**src/rtl/cic_pkg.sv**
```systemverilog
// Shared constants, coefficient table and FSM encoding for the
// CIC droop-compensation FIR.
package cic_pkg;

    localparam int TAPS  = 15;
    localparam int RND   = 1024;
    localparam int SHIFT = 11;

    typedef enum logic [1:0] {
        IDLE,
        MAC,
        OUT
    } fir_state_e;

    // Symmetric 15-tap kernel, coefficients sum to 2**SHIFT.
    function automatic logic signed [11:0] coef_at(input logic [3:0] idx);
        logic signed [11:0] c;
        case (idx)
            4'd0, 4'd14: c = -12'sd8;
            4'd1, 4'd13: c = 12'sd0;
            4'd2, 4'd12: c = 12'sd36;
            4'd3, 4'd11: c = -12'sd16;
            4'd4, 4'd10: c = -12'sd120;
            4'd5, 4'd9:  c = 12'sd80;
            4'd6, 4'd8:  c = 12'sd600;
            4'd7:        c = 12'sd904;
            default:     c = 12'sd0;
        endcase
        return c;
    endfunction

endpackage

```
**src/rtl/cic_comp_sbuf.sv**
```systemverilog
// Circular sample history: one write port, read port addressed by
// distance back from the newest written sample.
module cic_comp_sbuf #(
    parameter int DIN_W = 16,
    parameter int DEPTH = 15
) (
    input  logic                    clk_i,
    input  logic                    rst_ni,
    input  logic                    wr_en_i,
    input  logic [DIN_W-1:0]        wr_data_i,
    input  logic [3:0]              rd_ofs_i,
    output logic signed [DIN_W-1:0] rd_data_o
);

    logic signed [DIN_W-1:0] mem_q [DEPTH];
    logic [3:0] wr_ptr_q;
    logic [3:0] newest;
    logic [4:0] raw;
    logic [4:0] rd_addr;

    always_ff @(posedge clk_i or negedge rst_ni) begin
        if (!rst_ni) begin
            for (int i = 0; i < DEPTH; i++) begin
                mem_q[i] <= '0;
            end
            wr_ptr_q <= '0;
        end else if (wr_en_i) begin
            mem_q[wr_ptr_q] <= wr_data_i;
            wr_ptr_q <= (wr_ptr_q == 4'(DEPTH - 1)) ? 4'd0
                                                    : wr_ptr_q + 4'd1;
        end
    end

    // The pointer has already advanced past the newest entry.
    assign newest  = (wr_ptr_q == 4'd0) ? 4'(DEPTH - 1)
                                        : wr_ptr_q - 4'd1;
    assign raw     = {1'b0, newest} + 5'(DEPTH) - {1'b0, rd_ofs_i};
    assign rd_addr = (raw >= 5'(DEPTH)) ? raw - 5'(DEPTH) : raw;

    assign rd_data_o = mem_q[rd_addr[3:0]];

endmodule

```
**src/rtl/cic_comp_fir.sv**
```systemverilog
// Serial-MAC 15-tap droop-compensation FIR behind cic_decimator:
// one rounded, saturated output per accepted input strobe.
module cic_comp_fir
    import cic_pkg::*;
#(
    parameter int DIN_W  = 16,
    parameter int DOUT_W = 16,
    parameter int COEF_W = 12,
    parameter int ACC_W  = 32
) (
    input  logic              cic_clk,
    input  logic              cic_rstn,
    input  logic [DIN_W-1:0]  fir_din,
    input  logic              fir_din_vld,
    output logic [DOUT_W-1:0] fir_dout,
    output logic              fir_dout_vld,
    output logic              fir_busy,
    output logic              fir_err_ovr
);

    localparam int PROD_W = DIN_W + COEF_W;

    localparam logic signed [DOUT_W-1:0] OMAX =
        {1'b0, {(DOUT_W - 1){1'b1}}};
    localparam logic signed [DOUT_W-1:0] OMIN =
        {1'b1, {(DOUT_W - 1){1'b0}}};

    fir_state_e state_q;
    logic [3:0] tap_q;
    logic signed [ACC_W-1:0] acc_q;
    logic signed [ACC_W-1:0] acc_d;
    logic [DOUT_W-1:0] dout_q;
    logic vld_q;
    logic busy_q;
    logic ovr_q;

    logic accept;
    logic signed [DIN_W-1:0] x_w;
    logic signed [COEF_W-1:0] h_w;
    logic signed [PROD_W-1:0] prod_w;
    logic signed [ACC_W-1:0] rnd_w;
    logic signed [ACC_W-1:0] shr_w;
    logic signed [DOUT_W-1:0] sat_w;

    // OUT also accepts, so strobes spaced exactly 16 cycles never drop.
    assign accept = fir_din_vld &&
                    (state_q == IDLE || state_q == OUT);

    cic_comp_sbuf #(
        .DIN_W (DIN_W),
        .DEPTH (TAPS)
    ) u_sbuf (
        .clk_i     (cic_clk),
        .rst_ni    (cic_rstn),
        .wr_en_i   (accept),
        .wr_data_i (fir_din),
        .rd_ofs_i  (tap_q),
        .rd_data_o (x_w)
    );

    assign h_w    = COEF_W'(coef_at(tap_q));
    assign prod_w = PROD_W'(x_w) * PROD_W'(h_w);
    assign acc_d  = acc_q + ACC_W'(prod_w);

    assign rnd_w = acc_q + ACC_W'(RND);
    assign shr_w = rnd_w >>> SHIFT;

    always_comb begin
        sat_w = shr_w[DOUT_W-1:0];
        if (shr_w > ACC_W'(OMAX)) begin
            sat_w = OMAX;
        end else if (shr_w < ACC_W'(OMIN)) begin
            sat_w = OMIN;
        end
    end

    always_ff @(posedge cic_clk or negedge cic_rstn) begin
        if (!cic_rstn) begin
            state_q <= IDLE;
            tap_q   <= '0;
            acc_q   <= '0;
            dout_q  <= '0;
            vld_q   <= 1'b0;
            busy_q  <= 1'b0;
            ovr_q   <= 1'b0;
        end else begin
            vld_q <= 1'b0;
            if (fir_din_vld && state_q == MAC) begin
                ovr_q <= 1'b1;
            end
            unique case (state_q)
                IDLE: begin
                    if (fir_din_vld) begin
                        state_q <= MAC;
                        acc_q   <= '0;
                        tap_q   <= '0;
                        busy_q  <= 1'b1;
                    end
                end
                MAC: begin
                    acc_q <= acc_d;
                    tap_q <= tap_q + 4'd1;
                    if (tap_q == 4'(TAPS - 1)) begin
                        state_q <= OUT;
                    end
                end
                OUT: begin
                    dout_q <= sat_w;
                    vld_q  <= 1'b1;
                    if (fir_din_vld) begin
                        state_q <= MAC;
                        acc_q   <= '0;
                        tap_q   <= '0;
                        busy_q  <= 1'b1;
                    end else begin
                        state_q <= IDLE;
                        busy_q  <= 1'b0;
                    end
                end
                default: state_q <= IDLE;
            endcase
        end
    end

    assign fir_dout     = dout_q;
    assign fir_dout_vld = vld_q;
    assign fir_busy     = busy_q;
    assign fir_err_ovr  = ovr_q;

endmodule

```
**config.mk**
```make
export PLATFORM = sky130hd
export DESIGN_NAME = cic_comp_fir
export DESIGN_NICKNAME = d
export VERILOG_FILES = /design/src/rtl/cic_pkg.sv /design/src/rtl/cic_comp_sbuf.sv /design/src/rtl/cic_comp_fir.sv
export SDC_FILE = /design/constraint.sdc
export NUM_CORES = 1
export LEC_CHECK = 0
export BUFFER_PORTS_ARGS = -buffer_cell sky130_fd_sc_hd__buf_2
export CAP_MARGIN = 0
export CORE_ASPECT_RATIO = 1.75
export CORE_MARGIN = 2
export CORE_UTILIZATION = 45
export DETAILED_ROUTE_END_ITERATION = 16
export GPL_ROUTABILITY_DRIVEN = 0
export GPL_TIMING_DRIVEN = 0
export SYNTH_ARGS = -nofsm -noshare
export SYNTH_HDL_FRONTEND = slang
export SYNTH_SLANG_ARGS = --single-unit
```
**constraint.sdc**
```tcl
create_clock -name cic_clk -period 13.8 [get_ports cic_clk]
set_clock_uncertainty 0.05 [all_clocks]
set_input_delay 2.76 -clock cic_clk [delete_from_list [all_inputs] [get_ports cic_clk]]
set_output_delay 2.76 -clock cic_clk [all_outputs]
set_load 0.02 [all_outputs]
```
==> impl_metrics.env <==
export IMPL_met2_usage=0.458
export IMPL_root_buffer="clkbuf_16"
export IMPL_cp_slowest_stage_delay_ns=0.71
export IMPL_dieArea_mm2=0.0516
export IMPL_ys_top_cells_by_count="dfrtp_1 (299), inv_1 (266), mux2_2 (253)"
export IMPL_die_y_um=299
export IMPL_critPathSlowestCell="clkbuf_1"
export IMPL_cts_sinks=299
export IMPL_netlist_area_leader_share=0.335
export IMPL_ys_warn_count=0
export IMPL_placedCellCount=2636
export IMPL_cp_required_ns=14.21
export IMPL_grt_max_degree=129
export IMPL_drc=0
export IMPL_synth_flop_cell="dfrtp_1"
export IMPL_antenna_found_initial=1
export IMPL_postCtsSetupBuffers=0
export IMPL_netlist_area_mm2=0.0224
export IMPL_drtIter0Drc=841
export IMPL_synth_seq_cells=299
export IMPL_cp_max_fo=10
export IMPL_die_x_um=173
export IMPL_setup_slack_ns=2.13
export IMPL_cts_hold_buf=0
export IMPL_via_per_inst=5.70
export IMPL_yosysMostFrequentCell="dfrtp_1"
export IMPL_met3_usage=0.0220
export IMPL_finalCritPeriodShare=0.845
export IMPL_synth_largest_area_cell="dfrtp_1"
export IMPL_final_min_clock_period_ns=11.67
export IMPL_fmax_ghz=0.0857
export IMPL_wl_mm=60.7
export IMPL_dpl_hpwl_mm=48.2
export IMPL_synth_seq_area_share=0.335
export IMPL_insertion_delay_ns=0.58
export IMPL_first_pass_iters=7
export IMPL_finalNonFillerCells=2690
export IMPL_max_slew_margin=0.105
export IMPL_track_usage=0.238
export IMPL_cpMostUsedCell="fa_1"
export IMPL_syn_to_final_growth_pct=9.23
export IMPL_async_flop_share=1.00
export IMPL_initial_core_util=0.453
export IMPL_grt_setup_unrepaired="false"
export IMPL_cts_resized=0
export IMPL_io_pins=38
export IMPL_setup_viol=0
export IMPL_maxCapViolCount=0
export IMPL_synth_net_count=2249
export IMPL_vias=15326
export IMPL_antenna_cells=0
export IMPL_hp_class="flip-flop to flip-flop"
export IMPL_synth_cell_types=81
export IMPL_detail_route_wl_per_cell_um=22.5
export IMPL_synth_enable_flop_cells=0
export IMPL_setup_tns_final_ns=0
export IMPL_cts_max_level=1
export IMPL_status="finished, final reports clean"
export IMPL_gr_max_usage_layer="met2"
export IMPL_clk_path_buf_depth=3
export IMPL_syn_mean_instance_area_um2=11.5
export IMPL_fin_nets=2320
export IMPL_criticalPathCategory="flip-flop to flip-flop"
export IMPL_row_count=108
export IMPL_finalHoldViolations=0
export IMPL_cp_arrival_ns=12.07
export IMPL_grt_pass1_wl_mm=94.8
export IMPL_cts_made_buffers=30
export IMPL_cts_clk_slew_worst_paths_ns=0.06
export IMPL_final_layout_size_suffix_gt1_frac=0.210
export IMPL_synth_cells=1937
export IMPL_grt_overflow=0
export IMPL_port_buffers=37
export IMPL_cp_start_kind="flip-flop"
export IMPL_cts_tree="yes"
export IMPL_post_place_ws_ns=2.21
export IMPL_tightest_slew_ns=1.34
export IMPL_crit_family="adder cells"
export IMPL_crit_path_end_kind="flip-flop"
export IMPL_grt_pass1_vias=16742
export IMPL_crit_buf_inv=7
export IMPL_coreArea_mm2=0.0493
export IMPL_yosys_top_cells_area="dfrtp_1 (33%), fa_1 (16%), mux2_2 (13%), ha_1 (6.4%), inv_1 (4.5%)"
export IMPL_detail_route_antenna_nets=0
export IMPL_final_max_slew_violation_count=0
export IMPL_met1_usage=0.244
-- worst paths after layout --
path	cells past startpoint	from	slack, ns	end
worst max-delay path	32	u_sbuf.wr_ptr_q[0]	2.13	acc_q[30]
worst min-delay path	1	fir_err_ovr	0.42	fir_err_ovr
worst max register to register	32	u_sbuf.wr_ptr_q[0]	2.13	acc_q[30]
worst min register to register	1	fir_err_ovr	0.42	fir_err_ovr
max in group asynchronous	3	cic_rstn	10.04	u_sbuf.mem_q[140]
min in group asynchronous	1	cic_rstn	2.08	u_sbuf.mem_q[84]
-- layout by cell type, fill, tap and decap left out, types with 10 or more instances in the layout --
master and n:
nand2_1 105, buf_2 46, mux4_1 18, mux2i_4 11, mux4_2 27, clkbuf_1 86, mux2_2 253, a31oi_1 11
nand3_1 34, and3_1 15, dfrtp_1 299, o22ai_1 57, mux2i_1 24, a211oi_1 16, xor2_1 22, a22o_1 16
a21o_1 24, a21oi_1 39, o22a_1 20, o21ai_0 51, nor2b_1 10, fa_1 179, nor3_1 15, clkbuf_16 31
o211ai_1 13, inv_1 266, xnor2_1 21, ha_1 114, nor2_1 60
-- worst reg2reg max path, delay by kind of cell, from the launching register on --
kind | cells | cell delay (ns)
adder cells (fa/ha/maj) | 10 | 4.32
AO/OA/AOI/OAI | 10 | 3.42
buffers and inverters | 7 | 1.51
AND/OR/NAND/NOR | 4 | 1.35
flip-flops | 1 | 0.47
multiplexers | 1 | 0.44
-- routing by layer --
layer	wire length (µm)	up-vias	share of wire
met2	33100	415	0.55
met5	0	-	0
met1	21300	7836	0.35
met3	1730	220	0.028
li1	-	6855	-
met4	4520	0	0.075
-- cell families (layout without fill, tap and decap cells) --
family | count (synthesis) | after routing | share of synthesized area
compound gates | 317 | 317 | 0.0992
flops | 299 | 299 | 0.335
mux | 336 | 336 | 0.199
buf+inv | 366 | 459 | 0.0654
xor+xnor | 45 | 45 | 0.0188
fa+ha+maj | 293 | 293 | 0.224
simple gates | 281 | 281 | 0.0585
-- sequential cells by signal (all words and copies together), names as in the netlist --
| register | count |
|---|---|
| tap_q | 4 |
| fir_dout_vld | 1 |
| fir_dout | 16 |
| state_q | 2 |
| u_sbuf.mem_q | 240 |
| acc_q | 30 |
| fir_err_ovr | 1 |
| u_sbuf.wr_ptr_q | 4 |
| fir_busy | 1 |
-- area by class of cell --
type,count,area [µm²]
buffer,99,460
clock buffer,44,875
clock inverter,10,114
fill,4424,24900
inverter,267,1000
multi-input combinational,1272,13400
sequential,299,7480
tap,660,826
timing repair buffer,39,250
-- metrics by stage --
| step | util | cell area, µm² | hold slack (ns) |
|---|---|---|---|
| 3_5_place_dp | 0.475 | 23400 | 0.397 |
| 6_report | 0.495 | 24400 | 0.418 |
| 2_1_floorplan | - | 22400 | 0.406 |
| 3_3_place_gp | 0.474 | 23400 | 0.384 |
| 4_1_cts | 0.495 | 24400 | 0.417 |
| 5_1_grt | 0.495 | 24400 | 0.443 |
Power is not shown: default switching activity piles up to over one toggle a cycle in this logic, so the estimate is an artifact.
